[config.mk]
export PLATFORM = sky130hd
export DESIGN_NAME = fb_write_arbiter
export DESIGN_NICKNAME = d
export VERILOG_FILES = /design/src/rtl/fb_write_arbiter.sv
export SDC_FILE = /design/constraint.sdc
export NUM_CORES = 1
export LEC_CHECK = 0
export ABC_AREA = 1
export BUFFER_PORTS_ARGS = -buffer_cell sky130_fd_sc_hd__buf_2
export CAP_MARGIN = 20
export CORE_ASPECT_RATIO = 1.1
export CORE_MARGIN = 2
export CORE_UTILIZATION = 49
export DETAILED_ROUTE_END_ITERATION = 7
export PLACE_DENSITY = 0.87
export REMOVE_ABC_BUFFERS = 1
export SYNTH_ARGS = -nofsm -noshare
export SYNTH_HDL_FRONTEND = slang
export SYNTH_SLANG_ARGS = --single-unit
[constraint.sdc]
create_clock -name clk -period 1.86 [get_ports clk]
set_input_delay 0.093 -clock clk [delete_from_list [all_inputs] [get_ports clk]]
set_output_delay 0.093 -clock clk [all_outputs]
set_load 0.01 [all_outputs]
[src/rtl/fb_write_arbiter.sv]
// Two-port frame buffer write arbiter: round-robin grant with bounded hold,
// burst lock, registered single write port and sticky out-of-range flag.
//
// state | meaning
// IDLE  | no grant; next request wins (tie goes to the port that is not last_owner)
// OWN0  | painter (port 0) owns the write port, gnt0 high
// OWN1  | overlay writer (port 1) owns the write port, gnt1 high
module fb_write_arbiter #(
    parameter int PIXEL_NUM       = 76800,
    parameter int PIXEL_NUM_WIDTH = $clog2(PIXEL_NUM),
    parameter int MAX_HOLD        = 16
) (
    input  logic                       clk,
    input  logic                       reset_n,
    input  logic                       req0,
    input  logic                       req1,
    input  logic                       lock0,
    input  logic                       lock1,
    input  logic                       we0,
    input  logic                       we1,
    input  logic [PIXEL_NUM_WIDTH-1:0] addr0,
    input  logic [PIXEL_NUM_WIDTH-1:0] addr1,
    input  logic                       data0,
    input  logic                       data1,
    output logic                       gnt0,
    output logic                       gnt1,
    output logic [PIXEL_NUM_WIDTH-1:0] ram_write_addr,
    output logic                       ram_data,
    output logic                       ram_write_en,
    output logic                       oob_err
);

    localparam int HOLD_W = $clog2(MAX_HOLD + 1);
    localparam logic [HOLD_W-1:0] HOLD_MAX  = HOLD_W'(MAX_HOLD);
    localparam logic [HOLD_W-1:0] HOLD_LAST = HOLD_W'(MAX_HOLD - 1);
    // One extra bit so a power-of-two depth still compares correctly.
    localparam logic [PIXEL_NUM_WIDTH:0] PIX_LIMIT = (PIXEL_NUM_WIDTH + 1)'(PIXEL_NUM);

    typedef enum logic [1:0] {
        IDLE = 2'd0,
        OWN0 = 2'd1,
        OWN1 = 2'd2
    } state_t;

    state_t                state, state_nxt;
    logic                  last_owner, last_owner_nxt;
    logic [HOLD_W-1:0]     hold_cnt, hold_cnt_nxt;
    logic                  in_range0, in_range1;
    logic                  wr0, wr1, oob0, oob1;

    always_ff @(posedge clk or negedge reset_n) begin
        if (!reset_n) begin
            state      <= IDLE;
            last_owner <= 1'b1;
            hold_cnt   <= '0;
        end else begin
            state      <= state_nxt;
            last_owner <= last_owner_nxt;
            hold_cnt   <= hold_cnt_nxt;
        end
    end

    always_comb begin
        state_nxt      = state;
        last_owner_nxt = last_owner;
        hold_cnt_nxt   = hold_cnt;
        case (state)
            IDLE: begin
                if (req0 && req1) begin
                    state_nxt      = last_owner ? OWN0 : OWN1;
                    last_owner_nxt = ~last_owner;
                end else if (req0) begin
                    state_nxt      = OWN0;
                    last_owner_nxt = 1'b0;
                end else if (req1) begin
                    state_nxt      = OWN1;
                    last_owner_nxt = 1'b1;
                end
            end
            OWN0: begin
                if (!req0)
                    state_nxt = req1 ? OWN1 : IDLE;
                else if (!lock0 && req1 && hold_cnt == HOLD_LAST)
                    state_nxt = OWN1;
            end
            OWN1: begin
                if (!req1)
                    state_nxt = req0 ? OWN0 : IDLE;
                else if (!lock1 && req0 && hold_cnt == HOLD_LAST)
                    state_nxt = OWN0;
            end
            default: state_nxt = IDLE;
        endcase

        // Tenure restarts on every new owner, including direct handovers.
        if (state_nxt != IDLE && state_nxt != state)
            hold_cnt_nxt = '0;
        else if (state != IDLE && hold_cnt != HOLD_MAX)
            hold_cnt_nxt = hold_cnt + 1'b1;
    end

    assign gnt0 = (state == OWN0);
    assign gnt1 = (state == OWN1);

    assign in_range0 = ({1'b0, addr0} < PIX_LIMIT);
    assign in_range1 = ({1'b0, addr1} < PIX_LIMIT);
    assign wr0  = gnt0 & we0 & in_range0;
    assign wr1  = gnt1 & we1 & in_range1;
    assign oob0 = gnt0 & we0 & ~in_range0;
    assign oob1 = gnt1 & we1 & ~in_range1;

    always_ff @(posedge clk or negedge reset_n) begin
        if (!reset_n) begin
            ram_write_en   <= 1'b0;
            ram_write_addr <= '0;
            ram_data       <= 1'b0;
            oob_err        <= 1'b0;
        end else begin
            ram_write_en <= wr0 | wr1;
            if (wr0) begin
                ram_write_addr <= addr0;
                ram_data       <= data0;
            end else if (wr1) begin
                ram_write_addr <= addr1;
                ram_data       <= data1;
            end
            if (oob0 | oob1)
                oob_err <= 1'b1;
        end
    end

endmodule

==> results.md <==
- Status: finished, final reports clean
- P&R area growth vs syn: 24.9%
- Actual slew at the worst max-slew pin: 0.621 ns
- Die Area: 0.00407 sq mm
- Hpwl dp: 3030 microns
- Fmax: 0.578 GHz
- Io pins: 66
- Synth Area per Inst: 7.12 sq um
- Final nets: 362
- Cell row count: 22
- Worst Path Max Fanout: 5
- Effective utilization at floorplan: 0.517
- Hold Slack: 0.0260 ns
- Comb power frac: 0.458
- Max VDD drop: 607 uV
- Power Density: 1200 mW/mm^2
- Synthesized flop and latch total: 28
- Seq/Total Area, Yosys: 0.401
- CTS clk-pin slew, worst paths: 0.15 ns
- Post-route ant nets: 0
- Crit start category: flip-flop
- Mapped Cells: 246
- Multi-input gate area: 806 sq um
- Fillers: 329
- Non-filler cells, final: 362
- Switching portion of total power: 0.411
- Sequential power share: 0.391
- Routed vias/inst: 4.85
- HP Class: primary input to flip-flop
- TritonCTS Buffers: 3
- Worst-Skew Late Latency: 0.32 ns
- Fin crit period: 1.73 ns
- Area leader, netlist: dfrtp_1
- Sink Count: 28
- Final setup fails: 0
- Final Core Density: 0.646
- Vias: 1757
- Vias in the first global route: 1569
- H-tree depth: 1
- Top post-synthesis cells by area: dfrtp_1, nand2_1, inv_1
- Slew headroom: 0.586
- Die H: 66.7 microns
- Detailed Route WL: 3970 microns
- Drt drc: 0
- Final hold vios: 0
- Synth Cell Area: 0.00175 sq mm
- DR WL/cell: 11.0 microns
- P_sw: 1.08 mW
- Share of cells above drive strength 1: 0.283
- Largest net degree at the start of global routing: 29
- Congestion Overflow GR: 0
- Core area: 0.00339 sq mm
- Pins Over Slew Limit: 0
- Diode count: 0
- FF+latch area: 702 sq um
- Post-layout instance area: 0.00219 sq mm
- Crit share post-route: 0.930
- Inst Count DP: 355
- Yosys cell types: 26
- Clk buf depth: 2
- Hold depth: 3
- First-pass DRT Iterations: 4
- GRT Total Usage: 0.211
- Clk_skew: 0.00549 ns
- 1st-iter DRT viols: 68
- Crit path required time: 2.09 ns
- IO Port Bufs: 65
- Root Driver: clkbuf_4
- Clock power share: 0.151
- Internal power: 1.55 mW
- Post-route worst setup slack: 0.130 ns
- CP arrival: 1.97 ns
- Crit Path Class: flip-flop to flip-flop
- First-pass GRT wire length: 6580 microns
- Dpl ws: 0.0162 ns
- Synth top area share: 0.386
- Die width: 61.0 microns
- Leak: 1.32 nW
- CTS tree: built
- Gpl congestion: 0.795
- MaxCap Viol Count: 0
- Dpl cell area: 0.00210 sq mm
- Initial antenna violation count: 0
- Crit end category: flip-flop
- R2R cell count: 11
- Synth warn: 0
-- power groups by stage --
stage          sequential (mW)  clock [mW]  combinational [mW]
3_3_place_gp              1.04           0                1.14
4_1_cts                   1.03       0.402                1.18
6_report                  1.03       0.397                1.20
5_1_grt                   1.05       0.430                1.36
3_5_place_dp              1.04           0                1.18
2_1_floorplan             1.11           0               0.648
-- path summary, 6_finish.rpt --
check / from / endpoint / slack [ns]
setup reg to reg: hold_cnt[1] / hold_cnt[3] / 0.13
hold / removal: addr0[14] / ram_write_addr[14] / 0.03
max in group asynchronous: reset_n / ram_write_addr[6] / 1.17
setup / recovery: hold_cnt[1] / hold_cnt[3] / 0.13
min in group asynchronous: reset_n / ram_data / 0.29
hold reg to reg: oob_err / oob_err / 0.49
-- per-layer routing --
layer	global-route usage	routed length, microns	vias to the layer above
li1	-	-	903
met1	0.262	1780	796
met2	0.370	1950	52
met3	0.0408	210	6
met4	0.0543	32	0
met5	0	0	-
-- synthesized netlist by cell type --
cell      count
nand2_1      73
inv_1        49
dfrtp_1      27
nand3_1      25
nand4_1      20
nor2_1       19
buf_6         4
o21ai_0       4
a21oi_1       3
ha_1          3
buf_2         2
nand2_4       2
nand3_2       2
a22o_1        1
clkbuf_1      1
dfstp_2       1
inv_2         1
inv_4         1
nand2_2       1
nand3_4       1
nor2_2        1
nor2_8        1
nor3_1        1
o21ai_1       1
o21ai_2       1
xor2_1        1
-- critical path: stages, from the launching register on --
cell and delay [ns]:
dfrtp_1 0.41, ha_1 0.19, inv_1 0.06, nor3_1 0.15
ha_2 0.23, nand2_1 0.07, o21ai_2 0.15, nand2_1 0.07
nand2_1 0.08, nand2_1 0.06, nand2_2 0.10, nor2_1 0.06
-- cell families (layout without fill, tap and decap cells) --
logic type,count (synthesis),in the layout,synth area share
AND/OR/NAND/NOR,146,146,0.396
buffers and inverters,58,126,0.144
flip-flops,28,28,0.401
AO/OA/AOI/OAI,10,10,0.0329
adder cells (fa/ha/maj),3,3,0.0214
XOR/XNOR,1,1,0.00500
-- repair_timing --
item                                   4_1_cts  5_1_grt
resized for setup                            1        3
endpoints found under the hold margin       27        0
setup endpoints to repair                    5        5
pin swaps                                    0        0
hold buffers                                 1        0
buffers inserted                             0        2
-- flip-flops by register name, summed over array words and instances, names as in the netlist --
signal / count
ram_write_addr: 17
ram_data: 1
ram_write_en: 1
oob_err: 1
state: 2
hold_cnt: 5
last_owner: 1
-- metrics by stage --
stage / TNS, ns / total power, mW
final: 0 / 2.63
after detailed placement: 0 / 2.22
after CTS: 0 / 2.62
after floorplan: 0 / 1.76
after global placement: 0 / 2.17
after global routing: -0.00718 / 2.84
-- layout by cell type, fill, tap and decap left out, drive strengths merged --
| cell type | instances |
|---|---|
| a21oi | 3 |
| a22o | 1 |
| buf | 70 |
| bufinv | 1 |
| clkbuf | 3 |
| dfrtp | 27 |
| dfstp | 1 |
| dlygate4sd3 | 1 |
| ha | 3 |
| inv | 51 |
| nand2 | 76 |
| nand3 | 28 |
| nand4 | 20 |
| nor2 | 21 |
| nor3 | 1 |
| o21ai | 6 |
| xor2 | 1 |
-- layout make-up --
type	count	area share
Clock buffer	3	0.0103
Inverter	51	0.0887
Timing Repair Buffer	71	0.170
Sequential cell	28	0.321
Tap cell	48	0.0275
Multi-Input combinational cell	160	0.368
Clock inverter	1	0.0137
Power figures use the tool's default switching activity.
